`src/rtl/branch_resolve_queue.sv`:
```
// rtl/branch_resolve_queue.sv - in-order branch tracking queue with lookup-table update and mispredict redirect
module branch_resolve_queue #(
    parameter int ADDR_WIDTH = 16,
    parameter int DEPTH      = 8,
    parameter int DEPTH_LOG2 = 3,
    parameter int CNT_WIDTH  = 16
) (
    input  logic                  clk,
    input  logic                  reset,
    input  logic                  push,
    input  logic [ADDR_WIDTH-1:0] push_pc,
    input  logic                  push_taken,
    input  logic [ADDR_WIDTH-1:0] push_target,
    output logic                  full,
    output logic                  empty,
    input  logic                  resolve,
    input  logic [ADDR_WIDTH-1:0] resolve_pc,
    input  logic                  resolve_taken,
    input  logic [ADDR_WIDTH-1:0] resolve_target,
    output logic                  blt_write,
    output logic [ADDR_WIDTH-1:0] blt_write_key,
    output logic [ADDR_WIDTH-1:0] blt_write_val,
    output logic                  blt_hit,
    output logic                  mispredict,
    output logic [ADDR_WIDTH-1:0] redirect_pc,
    output logic                  order_error,
    output logic [CNT_WIDTH-1:0]  mispredict_count
);

    localparam logic [DEPTH_LOG2:0] FULL_COUNT = (DEPTH_LOG2+1)'(DEPTH);

    logic [ADDR_WIDTH-1:0] pc_mem     [DEPTH];
    logic                  taken_mem  [DEPTH];
    logic [ADDR_WIDTH-1:0] target_mem [DEPTH];

    logic [DEPTH_LOG2-1:0] head;
    logic [DEPTH_LOG2-1:0] tail;
    logic [DEPTH_LOG2:0]   count;

    logic                  head_taken;
    logic [ADDR_WIDTH-1:0] head_pc;
    logic [ADDR_WIDTH-1:0] head_target;
    logic                  resolve_ok;
    logic                  resolve_bad;
    logic                  mispredict_now;
    logic                  push_ok;
    logic                  write_now;
    logic [ADDR_WIDTH-1:0] redirect_next;

    assign full  = (count == FULL_COUNT);
    assign empty = (count == '0);

    assign head_pc     = pc_mem[head];
    assign head_taken  = taken_mem[head];
    assign head_target = target_mem[head];

    always_comb begin
        resolve_ok     = 1'b0;
        resolve_bad    = 1'b0;
        mispredict_now = 1'b0;
        write_now      = 1'b0;
        push_ok        = 1'b0;
        redirect_next  = resolve_pc + ADDR_WIDTH'(1);
        if (resolve) begin
            resolve_ok  = !empty && (head_pc == resolve_pc);
            resolve_bad = !resolve_ok;
        end
        if (resolve_ok) begin
            write_now      = resolve_taken | head_taken;
            mispredict_now = (head_taken != resolve_taken) ||
                             (head_taken && resolve_taken && (head_target != resolve_target));
        end
        if (resolve_taken) begin
            redirect_next = resolve_target;
        end
        // a push alongside a mispredicting resolve is already on the wrong path
        push_ok = push && (!full || resolve_ok) && !mispredict_now;
    end

    always_ff @(posedge clk) begin
        if (push_ok) begin
            pc_mem[tail]     <= push_pc;
            taken_mem[tail]  <= push_taken;
            target_mem[tail] <= push_target;
        end
    end

    always_ff @(posedge clk or negedge reset) begin
        if (!reset) begin
            head  <= '0;
            tail  <= '0;
            count <= '0;
        end else if (mispredict_now) begin
            head  <= '0;
            tail  <= '0;
            count <= '0;
        end else begin
            if (resolve_ok) begin
                head <= head + 1'b1;
            end
            if (push_ok) begin
                tail <= tail + 1'b1;
            end
            case ({push_ok, resolve_ok})
                2'b10:   count <= count + 1'b1;
                2'b01:   count <= count - 1'b1;
                default: count <= count;
            endcase
        end
    end

    always_ff @(posedge clk or negedge reset) begin
        if (!reset) begin
            blt_write        <= 1'b0;
            blt_write_key    <= '0;
            blt_write_val    <= '0;
            blt_hit          <= 1'b0;
            mispredict       <= 1'b0;
            redirect_pc      <= '0;
            order_error      <= 1'b0;
            mispredict_count <= '0;
        end else begin
            blt_write   <= write_now;
            mispredict  <= mispredict_now;
            order_error <= resolve_bad;
            if (resolve_ok) begin
                blt_write_key <= resolve_pc;
                blt_write_val <= resolve_target;
                blt_hit       <= resolve_taken;
            end
            if (mispredict_now) begin
                redirect_pc <= redirect_next;
                if (mispredict_count != '1) begin
                    mispredict_count <= mispredict_count + 1'b1;
                end
            end
        end
    end

endmodule

```
`config.mk`:
```
export PLATFORM = sky130hd
export DESIGN_NAME = branch_resolve_queue
export DESIGN_NICKNAME = d
export VERILOG_FILES = /design/src/rtl/branch_resolve_queue.sv
export SDC_FILE = /design/constraint.sdc
export NUM_CORES = 1
export LEC_CHECK = 0
export ABC_AREA = 1
export CAP_MARGIN = 30
export CORE_UTILIZATION = 55
export CTS_CLUSTER_SIZE = 8
export DETAILED_ROUTE_END_ITERATION = 12
export MAX_ROUTING_LAYER = met4
export PLACE_DENSITY_LB_ADDON = 0.2
export SLEW_MARGIN = 20
export SYNTH_ARGS = -nofsm -noshare
export SYNTH_HDL_FRONTEND = slang
export SYNTH_SLANG_ARGS = --single-unit
export TNS_END_PERCENT = 5
```
`constraint.sdc`:
```
create_clock -name clk -period 6.8 [get_ports clk]
set_input_delay 1.36 -clock clk [delete_from_list [all_inputs] [get_ports clk]]
set_output_delay 1.36 -clock clk [all_outputs]
set_load 0.05 [all_outputs]
```
==> metrics, run 1 <==
critical path type reg2reg; hold slack slightly below 500 ps; Post-synth ARST share 22.8%; crit path time final 4810 ps; core area ~0.028 mm²; Final period util around 70%; top cell type's share of synthesized area 50.8%; CTS sink count roughly 340; initial antenna violation count 2; final net count approximately 1800; Crit. Startpoint head[1]; Clock Pin Slew Worst Setup and Hold Paths ~50 ps; Relative slew margins about two fifths; ys flop type edfxtp_1; synthesized flop and latch total about 340; PD cells around 290 mW/mm²; largest net degree at the start of global routing 72; CP Data Arrival Time 5040 ps; die area 0.0291 mm²; Top Ports between 100 and 150; TritonRoute pass-1 iters 5; Worst Setup End Kind flop; mux cell area share after synthesis 0%; Total GRT Usage 31.2%; Post-Syn Area about 0.016 mm²; Max H-tree Level 2; Worst path most repeated cell nand2_1; routability cong. just over 0.9; FF-to-FF Start head[1]; RSZ-0062 raised after global routing false; hold path depth 2; vias per std cell approximately 5.4; Yosys warnings 0; hold path startpoint blt_write_key[3]; syn_nets 1692; Critical Path RT 7030 ps; die width between 150 and 200 µm; WL met3 ~3900 µm; Hold Path Class reg2reg; crit path launch type flop; Hold Buf Count CTS 0; met2 routed WL 19500 µm; Post-synth EDFFs 264; share of cells above drive strength 1 between 5 and 6%; Max IR drop VDD about 0.26 mV; Post-synth top cells 543 x nand2_1, 264 x edfxtp_1, 197 x nand3_1; wl on met1 roughly 18000 µm; total number of vias 11800; Initial Utilization a little under three fifths; Post-Syn Area per Cell 9.68 µm²; Routed Wire Length 42800 µm; reg-to-reg slack, setup 1990 ps; Max Fanout on Critical Path between 60 and 70; Setup Viol. Count Final 0; post-synthesis compound-gate area fraction 3.48%; Post-Synthesis Cells 1613; Netlist cell types 40; most frequent cell after synthesis nand2_1; TNS Setup 0 ps; WL/cell just under 20 µm; CP cell instances inv_4, nor2_1, o21ai_0, nand3_1, nand2_1, nand2_1, nand2_1, nor2_1, nand4_2, buf_4, clkinv_2, nand2_4, nand2_2, nand3_2, nor2_4, buf_12; placed inst area approximately 0.017 mm²; CTS tree done; Slew @ Worst Pin approximately 870 ps; largest cells by area after synthesis edfxtp_1 51%, nand2_1 13%, dfrtp_1 12%, nand3_1 6.3%, inv_1 3.9%; Initial DRC Count about 1300; max incr delay on CP around 930 ps; largest area contributor in the synthesized netlist edfxtp_1; combinational family with the most area after synthesis simple AND/OR/NAND/NOR gates; Synth Area in Adders less than 1%; DRC violations left 0; post-route clock skew ~21 ps; CTS root buf clkbuf_16; Tot Pwr 5.35 mW; Resized Gates After CTS 0; Max-Cap Viols 0; Final Hold Vio Count 0; first-pass GRT wire length 65200 µm; critical path endpoint pc_mem[2][14]; max layer used met4; simple-gate area share of the yosys netlist about a quarter; design area about 0.019 mm²; Synth Area in XOR/XNOR under 10%; Top delay family on crit path simple AND/OR/NAND/NOR gates; Die Ht ~170 µm; # rows around 60; hpwl dp 27200 µm; Core Util, Final 67.2%; sequential-to-total area share from yosys stat between 60% and 70%; leak pwr between 7 and 8 nW; Buf/Inv on CP 4; clk_lat worst skew approximately 560 ps; vias in the first global route 11300; status finished clean; CP Depth 16; FMAX between 0.2 and 0.25 GHz; Setup Fix Bufs, Post-CTS 0; Critical Path Slowest Stage Cell dfrtp_2; Slew Viols, Final 0; R2R depth 16; post-route ant nets 0; CTS max path bufs 3; fill cell total of the finished layout 2098; PortBufs around 140; Num CTS Buffers 48; area growth from synthesis to layout 19.8%; reg2reg end pc_mem[2][14]; total gr overflow 0
==> cell usage in the layout, fill, tap and decap left out, types with 4 or more instances in the layout <==
| cell type | count |
|---|---|
| o21ai_0 | 78 |
| nor4_1 | 5 |
| nand2_1 | 543 |
| buf_12 | 5 |
| xor2_1 | 25 |
| o21ai_1 | 10 |
| dfrtp_1 | 76 |
| buf_4 | 18 |
| clkbuf_16 | 49 |
| edfxtp_1 | 264 |
| clkbuf_1 | 23 |
| inv_1 | 162 |
| ha_1 | 8 |
| nand4_1 | 10 |
| clkdlybuf4s50_1 | 138 |
| nor2_4 | 6 |
| nor3_1 | 12 |
| a21oi_1 | 7 |
| nand3_1 | 197 |
| inv_2 | 4 |
| xnor2_1 | 5 |
| nor2_1 | 104 |
| nand2_2 | 4 |
==> flip-flops by register name, summed over array words and instances, names as in the netlist <==
signal / count
pc_mem: 128
blt_write: 1
blt_hit: 1
head: 3
target_mem: 128
blt_write_key: 16
mispredict_count: 16
blt_write_val: 16
count: 4
taken_mem: 8
order_error: 1
mispredict: 1
redirect_pc: 16
tail: 3
==> per-stage QoR <==
step	instances	worst slack (ps)
after floorplan	1613	2240
after global routing	2162	1640
after CTS	2159	1670
after detailed placement	2085	1770
final	2162	1990
after global placement	2084	1770
==> how the worst min path moves through the flow <==
stage,end
CTS,blt_write_key[3]
detailed placement,blt_write_key[10]
global placement,blt_write_key[2]
global route,blt_write_key[6]
floorplan,count[3]
finish,blt_write_key[3]
==> logic make-up (layout without fill, tap and decap cells) <==
logic type,after synthesis,after routing
compound gates,103,103
xor+xnor,30,30
fa+ha+maj,9,9
buf+inv,236,405
flops,342,342
other cells,0,2
simple gates,893,893
==> worst register-to-register path, cell delays in order (launching register included) <==
cell and delay (ps):
dfrtp_2 930, inv_4 510, nor2_1 280, o21ai_0 140, nand3_1 230, nand2_1 100
nand2_1 70, nand2_1 120, nor2_1 250, nand4_2 140, buf_4 270, clkinv_2 180
nand2_4 200, nand2_2 150, nand3_2 190, nor2_4 430, buf_12 280
==> where the power goes <==
group,switching (mW),internal [mW],total [mW],leakage (nW)
clock network,0.852,1.32,2.17,0.651
logic,0.435,0.176,0.611,3.84
registers,0.0668,2.51,2.57,3.45
==> metal layers <==
metal / track usage, % / up-vias
met5: - / -
met4: 11.9 / 0
met3: 6.43 / 105
met2: 46.8 / 570
met1: 41.9 / 5488
li1: - / 5591
==> final cells by class <==
| cell class | instances | area [µm²] | area share, % |
|---|---|---|---|
| inverter | 170 | 643 | 3.44 |
| sequential | 342 | 9880 | 52.8 |
| timing repair buffer | 161 | 1620 | 8.64 |
| antenna | 2 | 5.00 | 0.0267 |
| clock inverter | 2 | 40.0 | 0.214 |
| tap | 378 | 473 | 2.53 |
| clock buffer | 72 | 1310 | 7.01 |
| multi-input combinational | 1035 | 4740 | 25.3 |
No activity file was read; power rests on OpenSTA's default activity.
==> run 2, diff against run 1 <==
==> constraint.sdc (replaced) <==
create_clock -name clk -period 4.8 [get_ports clk]
set_input_delay 0.96 -clock clk [delete_from_list [all_inputs] [get_ports clk]]
set_output_delay 0.96 -clock clk [all_outputs]
set_load 0.05 [all_outputs]
==> metrics, run 2 (same netlist as run 1, synthesis figures left out) <==
status finished clean; Final period util between 80 and 90%; Setup Viol. Count Final 0; Initial DRC Count roughly 1200; vias in the first global route around 12000; routability cong. just over 0.9; design area approximately 0.019 mm²; Routed Wire Length roughly 42000 µm; share of cells above drive strength 1 roughly 6.3%; final net count 1844; Initial Utilization between 50% and 60%; CTS root buf clkbuf_16; biggest regs pc_mem x128, target_mem x128; die width approximately 170 µm; # diodes 0; area growth from synthesis to layout 20.6%; CP Data Arrival Time roughly 4300 ps; dpl cells 2093; placed inst area 0.0174 mm²; Slew Viols, Final 0; CTS max path bufs 3; CP cell instances clkinv_2, buf_12, o21ai_0, nand3_1, nand2_1, nand2_1, nand2_1, nand2_1, nor2_1, nand4_2, nand2_1, nand2_1, nand2_2, nand3_2, nor2_4, buf_12; Final Non-Filler Cells approximately 2200; Relative slew margins 45.4%; Max IR drop VDD about 0.32 mV; Max H-tree Level 2; Clock Pin Slew Worst Setup and Hold Paths around 50 ps; post-route ant nets 0; hpwl dp 27300 µm; critical path type reg2reg; PD cells between 400 and 500 mW/mm²; Tot Pwr between 7 and 8 mW; clk_lat worst skew about 560 ps; Critical Path Slowest Stage Cell dfrtp_4; Worst Setup End Kind flop; WL/cell ~19 µm; die area 0.0291 mm²; hold slack roughly 390 ps; leak pwr roughly 8 nW; FMAX about 0.24 GHz; post-route clock skew 22.5 ps; core area around 0.028 mm²; first-pass GRT wire length roughly 64000 µm; max incr delay on CP 430 ps; most common cell after layout, fill and taps aside nand2_1; crit path time final about 4100 ps; CTS sink count 342; Final Hold Vio Count 0; Critical Path RT between 5000 and 6000 ps; initial antenna violation count 0; Hold Path Class in2async; # rows approximately 60; Max-Cap Viols 0; CTS tree done; Worst path most repeated cell nand2_1; fin worst setup slack 692 ps; Resized Gates After CTS 0; vias per std cell about 5.4; Top Ports between 100 and 150; Hold Buf Count CTS 0; TritonRoute pass-1 iters 7; total gr overflow 0; RSZ-0062 raised after global routing false; commonest cells after routing, fill and taps aside 543 x nand2_1, 264 x edfxtp_1, 197 x nand3_1; Die Ht about 170 µm; largest net degree at the start of global routing between 100 and 150; Num CTS Buffers between 40 and 50; Slew @ Worst Pin approximately 820 ps; TNS Setup 0 ps; crit path launch type flop; post-place setup slack 657 ps; Core Util, Final approximately 68%; Setup Fix Bufs, Post-CTS 0; Max Fanout on Critical Path 71; Total GRT Usage 30.6%; PortBufs roughly 140; total number of vias 11800; DRC violations left 0
[run 2: cell types whose count changed in the layout (fill, tap and decap cells not counted)]
| cell | delta |
|---|---|
| clkbuf_1 | +11 |
| buf_4 | +5 |
| buf_12 | +2 |
| diode_2 | -2 |
| inv_16 | -2 |
| clkinv_16 | +1 |
| clkinv_8 | +1 |
[run 2: layout make-up]
| type | count | area [µm²] |
|---|---|---|
| Clock buffer | 83 | 1350 |
| Fill cell | 2150 | 9030 |
| Sequential cell | 342 | 9880 |
| Multi-Input combinational cell | 1035 | 4740 |
| Inverter | 170 | 643 |
| Tap cell | 378 | 473 |
| Timing Repair Buffer | 168 | 1690 |
| Clock inverter | 2 | 46.3 |
[run 2: per-layer routing]
metal	GRT usage [%]	share of wire [%]	up-vias
li1	-	-	5611
met1	41.8	42	5578
met2	47.6	47	571
met3	4.28	8.5	89
met4	10.2	2.5	0
met5	-	0	-
[run 2: power breakdown]
part,total (mW),internal [mW],switching (mW)
clock network,3.11,1.90,1.22
registers,3.64,3.55,0.0879
logic,0.860,0.260,0.600
[run 2: path summary, 6_finish.rpt]
check / start / depth (start not counted) / slack (ps) / to
worst max-delay path: head[0] / 16 / 690 / target_mem[2][9]
worst min-delay path: reset / 1 / 390 / blt_write_key[13]
worst max register to register: head[0] / 16 / 690 / target_mem[2][9]
worst min register to register: blt_write_key[5] / 2 / 480 / blt_write_key[5]
max in group asynchronous: reset / 2 / 3780 / blt_write_val[9]
min in group clk: blt_write_key[5] / 2 / 480 / blt_write_key[5]
[run 2: worst max-delay path: cells and delay by family, from the launching register on]
family / cells / cell delay (ps)
AO/OA/AOI/OAI: 1 / 300
buffers and inverters: 3 / 1030
flip-flops: 1 / 430
AND/OR/NAND/NOR: 12 / 1960
